## config.mk

```make
export PLATFORM = sky130hd
export DESIGN_NAME = alu_serial_seq
export DESIGN_NICKNAME = d
export VERILOG_FILES = /design/src/rtl/alu_seq_pkg.sv /design/src/rtl/ALU_1BIT.sv /design/src/rtl/alu_serial_seq.sv
export SDC_FILE = /design/constraint.sdc
export NUM_CORES = 1
export LEC_CHECK = 0
export CORE_ASPECT_RATIO = 0.5
export CORE_MARGIN = 1.5
export CORE_UTILIZATION = 55
export CTS_CLUSTER_SIZE = 10
export DETAILED_ROUTE_END_ITERATION = 10
export PLACE_DENSITY = 0.85
export REMOVE_ABC_BUFFERS = 1
export SLEW_MARGIN = 20
export SYNTH_ARGS = -nofsm -noshare
export SYNTH_HDL_FRONTEND = slang
export SYNTH_HIERARCHICAL = 1
export SYNTH_SLANG_ARGS = --single-unit
```

## constraint.sdc

```tcl
create_clock -name clk -period 9.6 [get_ports clk]
set_input_delay 2.88 -clock clk [delete_from_list [all_inputs] [get_ports clk]]
set_output_delay 2.88 -clock clk [all_outputs]
set_load 0.05 [all_outputs]
```

## src/rtl/alu_seq_pkg.sv

```systemverilog
// alu_seq_pkg: op codes, FSM states, slice control and op decode for alu_serial_seq (SLT gated by ALU_SEQ_SLT_EN)
package alu_seq_pkg;
  localparam logic [2:0] OP_AND = 3'b000;
  localparam logic [2:0] OP_OR  = 3'b001;
  localparam logic [2:0] OP_ADD = 3'b010;
  localparam logic [2:0] OP_SUB = 3'b110;
  localparam logic [2:0] OP_NOR = 3'b100;
  localparam logic [2:0] OP_SLT = 3'b111;
`ifdef ALU_SEQ_SLT_EN
  typedef enum logic [1:0] {IDLE, SHIFT, SLT_FIX, DONE} state_t;
`else
  typedef enum logic [1:0] {IDLE, SHIFT, DONE} state_t;
`endif
  typedef struct packed {
    logic       ainv;
    logic       binv;
    logic       cin0;
    logic [1:0] operation;
  } slice_ctl_t;
  function automatic slice_ctl_t decode(input logic [2:0] op);
    case (op)
      OP_OR:          return slice_ctl_t'(5'b00001);
      OP_ADD:         return slice_ctl_t'(5'b00010);
      OP_SUB, OP_SLT: return slice_ctl_t'(5'b01110);
      OP_NOR:         return slice_ctl_t'(5'b11000);
      default:        return slice_ctl_t'(5'b00000);
    endcase
  endfunction
  function automatic logic is_legal(input logic [2:0] op);
`ifdef ALU_SEQ_SLT_EN
    return op != 3'b011 && op != 3'b101;
`else
    return op != 3'b011 && op != 3'b101 && op != OP_SLT;
`endif
  endfunction
endpackage

```

## src/rtl/ALU_1BIT.sv

```systemverilog
// ALU_1BIT: one-bit ALU slice with operand inversion, AND/OR/add/less select
module ALU_1BIT (
  input  logic       i_a,
  input  logic       i_b,
  input  logic       i_ainv,
  input  logic       i_binv,
  input  logic       i_cin,
  input  logic       i_less,
  input  logic [1:0] i_operation,
  output logic       o_result,
  output logic       o_cout
);
  logic w_a, w_b;
  assign w_a = i_a ^ i_ainv;
  assign w_b = i_b ^ i_binv;
  assign o_cout = (w_a & w_b) | (i_cin & (w_a ^ w_b));
  assign o_result = i_operation == 2'b00 ? w_a & w_b :
                    i_operation == 2'b01 ? w_a | w_b :
                    i_operation == 2'b10 ? w_a ^ w_b ^ i_cin : i_less;
endmodule

```

## src/rtl/alu_serial_seq.sv

```systemverilog
// alu_serial_seq: bit-serial ALU sequencer driving one ALU_1BIT slice LSB first (SLT when ALU_SEQ_SLT_EN defined)
module alu_serial_seq
  import alu_seq_pkg::*;
#(
  parameter int WIDTH = 24
) (
  input  logic             clk,
  input  logic             reset,
  input  logic             start,
  input  logic [2:0]       op,
  input  logic [WIDTH-1:0] a,
  input  logic [WIDTH-1:0] b,
  output logic             busy,
  output logic             done,
  output logic [WIDTH-1:0] result,
  output logic             zero,
  output logic             overflow,
  output logic             carry_out,
  output logic             illegal
);
  localparam int CW = $clog2(WIDTH);
  state_t           r_state, w_next;
  logic [WIDTH-1:0] r_a, r_b, r_result, w_final;
  logic [2:0]       r_op;
  logic [CW-1:0]    r_cnt;
  logic             r_carry, r_zero, r_ovf, r_cout, r_illegal;
  logic             w_accept, w_last, w_cin, w_res, w_cout, w_arith;
  slice_ctl_t       w_ctl;
  assign w_ctl    = decode(r_op);
  assign w_accept = start && (r_state == IDLE || r_state == DONE);
  assign w_last   = r_cnt == CW'(WIDTH - 1);
  assign w_cin    = r_cnt == '0 ? w_ctl.cin0 : r_carry;
  assign w_arith  = w_ctl.operation == 2'b10;
  // bits above the current one are still zero, so this is the completed result on the last bit
  assign w_final  = {w_res, r_result[WIDTH-2:0]};
  ALU_1BIT u_slice (
    .i_a        (r_a[r_cnt]),
    .i_b        (r_b[r_cnt]),
    .i_ainv     (w_ctl.ainv),
    .i_binv     (w_ctl.binv),
    .i_cin      (w_cin),
    .i_less     (1'b0),
    .i_operation(w_ctl.operation),
    .o_result   (w_res),
    .o_cout     (w_cout)
  );
  always_ff @(posedge clk) r_state <= reset ? IDLE : w_next;
  always_comb begin
    w_next = r_state;
    case (r_state)
      IDLE, DONE: w_next = w_accept ? (is_legal(op) ? SHIFT : DONE) : IDLE;
`ifdef ALU_SEQ_SLT_EN
      SHIFT:      w_next = w_last ? (r_op == OP_SLT ? SLT_FIX : DONE) : SHIFT;
      SLT_FIX:    w_next = DONE;
`else
      SHIFT:      w_next = w_last ? DONE : SHIFT;
`endif
      default:    w_next = IDLE;
    endcase
  end
  always_ff @(posedge clk) begin
    if (reset) begin
      r_a       <= '0;
      r_b       <= '0;
      r_op      <= '0;
      r_cnt     <= '0;
      r_carry   <= 1'b0;
      r_result  <= '0;
      r_zero    <= 1'b0;
      r_ovf     <= 1'b0;
      r_cout    <= 1'b0;
      r_illegal <= 1'b0;
    end else if (w_accept) begin
      r_a       <= a;
      r_b       <= b;
      r_op      <= op;
      r_cnt     <= '0;
      r_carry   <= 1'b0;
      r_result  <= '0;
      r_zero    <= 1'b0;
      r_ovf     <= 1'b0;
      r_cout    <= 1'b0;
      r_illegal <= !is_legal(op);
    end else if (r_state == SHIFT) begin
      r_result[r_cnt] <= w_res;
      r_carry         <= w_cout;
      r_cnt           <= r_cnt + 1'b1;
      if (w_last) begin
        r_ovf  <= w_arith & (r_carry ^ w_cout);
        r_cout <= w_arith & w_cout;
        r_zero <= ~|w_final;
      end
`ifdef ALU_SEQ_SLT_EN
    end else if (r_state == SLT_FIX) begin
      r_result <= {{(WIDTH-1){1'b0}}, r_result[WIDTH-1] ^ r_ovf};
      r_zero   <= ~(r_result[WIDTH-1] ^ r_ovf);
      r_ovf    <= 1'b0;
      r_cout   <= 1'b0;
`endif
    end
  end
`ifdef ALU_SEQ_SLT_EN
  assign busy = r_state == SHIFT || r_state == SLT_FIX;
`else
  assign busy = r_state == SHIFT;
`endif
  assign done      = r_state == DONE;
  assign result    = r_result;
  assign zero      = r_zero;
  assign overflow  = r_ovf;
  assign carry_out = r_cout;
  assign illegal   = r_illegal;
endmodule

```

==> results.cfg, run 1 <==
[clock_tree]
htree_num_levels = 3
cts_max_path_buffers = 2
clk_latency_ns = 0.34
clock-sinks = 87
root_buffer = clkbuf_16
cts_buffers = 9
post_cts_buffers = 0
ctsHoldBuffers = 0
cts_tree = built
cts-resized-gates = 0
clkTransAtPathRegs_ns = 0.06

[timing]
final-setup-viol-count = 0
setup-tns-final_ns = 0
fmax_mhz = 191
hold_viol = 0
rsz0062_at_grt = false
layout_setup_ws_ns = 4.35
finalCritPeriodShare = 0.547
tightest_slew_ns = 1.02
report.final.slew_viol_count = 0
skew_ns = 0.00435
relSlewSlack = 0.320
worst_hold_slack_ns = 0.453
period_needed_ns = 5.25

[global_route]
track_usage = 0.252
overflow = 0
grt_max_degree = 56
grt_pass1_wl_mm = 16.1
grt_antenna_before_repair = 0
grt_pass1_vias = 3404

[setup_path]
crit_fanout = 12
worstRegToRegCells = 13
regToRegSetupSlack_ns = 5.39
crit_slowest_cell = clkdlybuf4s50_1
cp.depth = 2
path_buf_inv = 1
startpoint = r_state[0]
crit_type = reg -> out
endpoint = busy
path_delay_family = buffers and inverters
crit_path_end_kind = primary output
critPathMaxStageDelay_ns = 0.91
crit_arrival_ns = 2.37
rr_endpoint = zero
cp-start-kind = flip-flop
cp_cell_sequence = nor2b_1 -> clkdlybuf4s50_1
r2r_start = r_cnt[2]
cp.required_ns = 6.72

[placement]
hpwl_mm = 6.10
port_buffers = 83
dpl.cell_count = 637
finalWeightedCongestion = 0.791
place_ws_ns = 4.55

[logic_synthesis]
seq_area_frac_synth = 0.428
syn_area_sq_um = 4070
ys.flop_type = dfxtp_1
synth_common_cells = nand2_1 (141), dfxtp_1 (87), a21oi_1 (77)
yosysMostFrequentCell = nand2_1
async_flop_share = 0
yosys_warnings = 6
synth_seq_cells = 87
synth_edf_count = 0
synthCells = 499
synth_top_area_cell = dfxtp_1
ys_types = 40
synth.top_cell.area_share = 0.428
yosys-top-cells-area = dfxtp_1 (43%), nand2_1 (13%), a21oi_1 (9.5%)
syn_area_per_cell_sq_um = 8.15

[drt]
drtIter0Drc = 328
vias_per_cell = 5.55
ant_nets = 0
drc_errors = 0
vias = 3606
finalWirelength_mm = 9.33
first_pass_iters = 7
wl_per_cell_um = 14.4

[cells_and_area]
syn2layout_area_growth_pct = 25.4
nets = 617
drive_gt1_frac = 0.0556
n_antenna_cell = 0
fin_cells = 650

[floorplan]
core_area_sq_um = 6910
pin_count = 84
die_h_um = 63.8
start_util = 0.589
die_w_um = 125
rows = 21
fp.dieArea_sq_um = 7950

[min_path]
worstHoldPathType = reg -> reg

[power_and_ir_drop]
ir_drop_uv = 99.9
total_power_uw = 825
total_leakage_power_uw = 0.00185
power_density_nw_per_um2 = 162

[run]
max_cap_violations = 0

[status]
status = complete, no violations
-- worst min-delay path by stage --
stage | startpoint | endpoint | cells past startpoint
floorplan | r_a[18] | r_a[18] | 2
global placement | r_a[20] | r_a[20] | 2
detailed placement | r_a[1] | r_a[1] | 2
CTS | r_a[1] | r_a[1] | 2
global route | carry_out | carry_out | 2
finish | r_b[0] | r_b[0] | 2
-- cell families (layout without fill, tap and decap cells) --
family / count (synthesis) / after routing / share of synthesized area
XOR/XNOR: 7 / 7 / 0.0151
AO/OA/AOI/OAI: 97 / 97 / 0.127
other: 1 / 1 / 0.000922
AND/OR/NAND/NOR: 224 / 224 / 0.258
adder cells (fa/ha/maj): 7 / 7 / 0.0234
buffers and inverters: 48 / 107 / 0.0627
flip-flops: 87 / 87 / 0.428
multiplexers: 28 / 28 / 0.0843
-- worst min-delay path: stages, from the launching register on --
cell	delay [ns]
dfxtp_1	0.31
nand2_1	0.05
a21oi_1	0.05
-- area by class of cell --
| cell class | count | area, sq um |
|---|---|---|
| fill | 522 | 1810 |
| inverter | 9 | 33.8 |
| clock inverter | 1 | 30.0 |
| clock buffer | 12 | 256 |
| tap | 92 | 115 |
| multi-input combinational | 364 | 2080 |
| timing repair buffer | 85 | 841 |
| sequential | 87 | 1740 |
-- cells in the final DEF (no fill, tap or decap), types with 3 or more instances in the layout --
master and instances:
nand2_1 141, dfxtp_1 87, clkdlybuf4s50_1 82, a21oi_1 77, mux2i_1 23, nand3_1 23
nor2_1 19, inv_1 9, clkbuf_16 9, o21ai_0 8, a22oi_1 7, nor4_1 6
ha_1 6, mux4_2 5, and3b_1 5, nand3b_1 4, xor2_1 4, nor2b_1 3
nand4_1 3, xnor2_1 3
-- layer usage --
layer  vias up  track usage  wire length (um)
met5         -            0                 0
met4         0       0.0891               163
met3        17       0.0729               548
met2       106        0.406              4460
met1      1687        0.327              4160
li1       1796            -                 -
-- flip-flops by register name (all words and copies together) (netlist names) --
name and count:
zero 1, r_state 2, r_a 24, overflow 1, r_b 24, carry_out 1, r_carry 1, result 24
r_op 3, r_cnt 5, illegal 1
-- power breakdown --
part | switching [uW] | total (uW) | internal, uW
sequential | 9.97 | 386 | 376
combinational | 52.5 | 96.6 | 44.1
clock | 131 | 342 | 211
total | 193 | 825 | 631
-- metrics by stage --
stage | cell area (sq um) | utilization
5_1_grt | 5100 | 0.738
6_report | 5100 | 0.738
3_5_place_dp | 4820 | 0.697
3_3_place_gp | 4810 | 0.697
4_1_cts | 5100 | 0.738
2_1_floorplan | 3850 | -
Note: power is estimated with default switching activity, not from simulation.
==> run 2, diff against run 1 <==
CORE_UTILIZATION = 51   (was 55)
PLACE_DENSITY = 0.8   (was 0.85)
clock period = 5.4 ns   (was 9.6 ns; I/O delays follow)
==> run 2 against run 1 <==
Against the previous run: hold slack improved by 0.0031 ns; clock power rose by 100%; power rose by 89%; global-route usage fell by 1.8 points; cell area rose by 1.6%; sequential cell count did not move; first-iteration DRC count fell by 24%; utilization fell by 4.8 points; critical path type is now reg -> reg; largest cell class unchanged; highest routed layer unchanged.
==> results.cfg, run 2 (synthesis results as in run 1) <==
[status]
status = complete, no violations

[clock_tree]
cts_buffers = 9
clkTransAtPathRegs_ns = 0.06
clock-sinks = 87
clk_latency_ns = 0.34
htree_num_levels = 3
post_cts_buffers = 0
root_buffer = clkbuf_16
cts_max_path_buffers = 2
cts_tree = built
cts-resized-gates = 0
ctsHoldBuffers = 0

[floorplan]
pin_count = 84
core_area_sq_um = 7510
die_h_um = 66.2
fp.dieArea_sq_um = 8560
start_util = 0.541
rows = 22
die_w_um = 129

[placement]
dpl.cell_count = 655
finalWeightedCongestion = 0.809
place_ws_ns = 1.43
hpwl_mm = 6.53
port_buffers = 83

[setup_path]
crit_arrival_ns = 4.31
cp.required_ns = 5.67
crit_path_end_kind = flip-flop
crit_fanout = 25
crit_type = reg -> reg
cp-start-kind = flip-flop
regToRegSetupSlack_ns = 1.36

[min_path]
worstHoldPathType = reg -> reg

[cells_and_area]
drive_gt1_frac = 0.0622
final_cell_mix = nand2_1 (141), dfxtp_1 (87), clkdlybuf4s50_1 (82)
final_common_cell = nand2_1
fin_cells = 671
nets = 619
n_antenna_cell = 0
syn2layout_area_growth_pct = 27.5
num-fill-cells = 610

[power_and_ir_drop]
power_density_nw_per_um2 = 301
total_leakage_power_uw = 0.00188
ir_drop_uv = 152

[timing]
final-setup-viol-count = 0
tightest_slew_ns = 0.978
fmax_mhz = 248
report.final.slew_viol_count = 0
hold_viol = 0
period_needed_ns = 4.04
layout_setup_ws_ns = 1.36
relSlewSlack = 0.347
finalCritPeriodShare = 0.747
skew_ns = 0.00667
worst_hold_slack_ns = 0.456
setup-tns-final_ns = 0
rsz0062_at_grt = false

[global_route]
gr-max-usage-layer = met2
met1_usage = 0.318
track_usage = 0.234
grt_max_degree = 56
met3_usage = 0.0591
grt_pass1_wl_mm = 15.5
met2_usage = 0.359
overflow = 0
grt_pass1_vias = 3211
grt_antenna_before_repair = 0

[drt]
wl_per_cell_um = 13.8
drtIter0Drc = 248
vias_per_cell = 5.33
vias = 3577
finalWirelength_mm = 9.29
drc_errors = 0
ant_nets = 0
first_pass_iters = 5

[run]
max_cap_violations = 0
-- run 2: cell count changes in the layout (fill, tap and decap cells not counted) --
cell	previous run	this run
buf_4	2	4
bufinv_16	1	3
nand2b_2	2	1
clkinv_2	0	2
clkbuf_8	2	0
clkinv_4	0	1
nand2b_1	2	3
-- run 2: path summary, 6_finish.rpt --
check	to	startpoint	cells after the start
worst min-delay path	r_a[14]	r_a[14]	2
worst max-delay path	zero	r_cnt[2]	13
worst min register to register	r_a[14]	r_a[14]	2
worst max register to register	zero	r_cnt[2]	13
-- run 2: through the flow --
stage                util  cell area, sq um  power, uW
finish              0.690              5190       1560
global route        0.690              5190       1620
CTS                 0.690              5190       1570
detailed placement  0.645              4850        871
global placement    0.645              4850        866
floorplan               -              3850        792
-- run 2: cell type report --
class | instances | area, sq um | area share
multi-input combinational | 364 | 2080 | 0.401
sequential | 87 | 1740 | 0.336
timing repair buffer | 87 | 856 | 0.165
clock buffer | 10 | 229 | 0.0441
tap | 108 | 135 | 0.0261
clock inverter | 6 | 109 | 0.0210
inverter | 9 | 33.8 | 0.00651
-- run 2: worst max-delay path, cell delays in order, from the launching register on --
cell	delay (ns)
dfxtp_1	0.90
nor2b_1	0.22
a22oi_1	0.26
nand4b_1	0.14
o211ai_1	0.14
xor2_1	0.21
inv_1	0.11
fa_1	0.49
inv_1	0.04
mux4_2	0.69
nor4_1	0.32
and4_1	0.22
nand4_1	0.09
a21oi_1	0.14
-- run 2: metal layers --
layer,wire length (um),part of all wire
met5,0,0
met4,136,0.015
met3,467,0.050
met2,4150,0.45
met1,4540,0.49
-- run 2: power breakdown --
part | leakage [uW] | internal [uW] | switching, uW
sequential | 0.000710 | 668 | 19.5
combinational | 0.00101 | 79.5 | 91.6
clock | 0.000166 | 451 | 249
total | 0.00188 | 1200 | 361
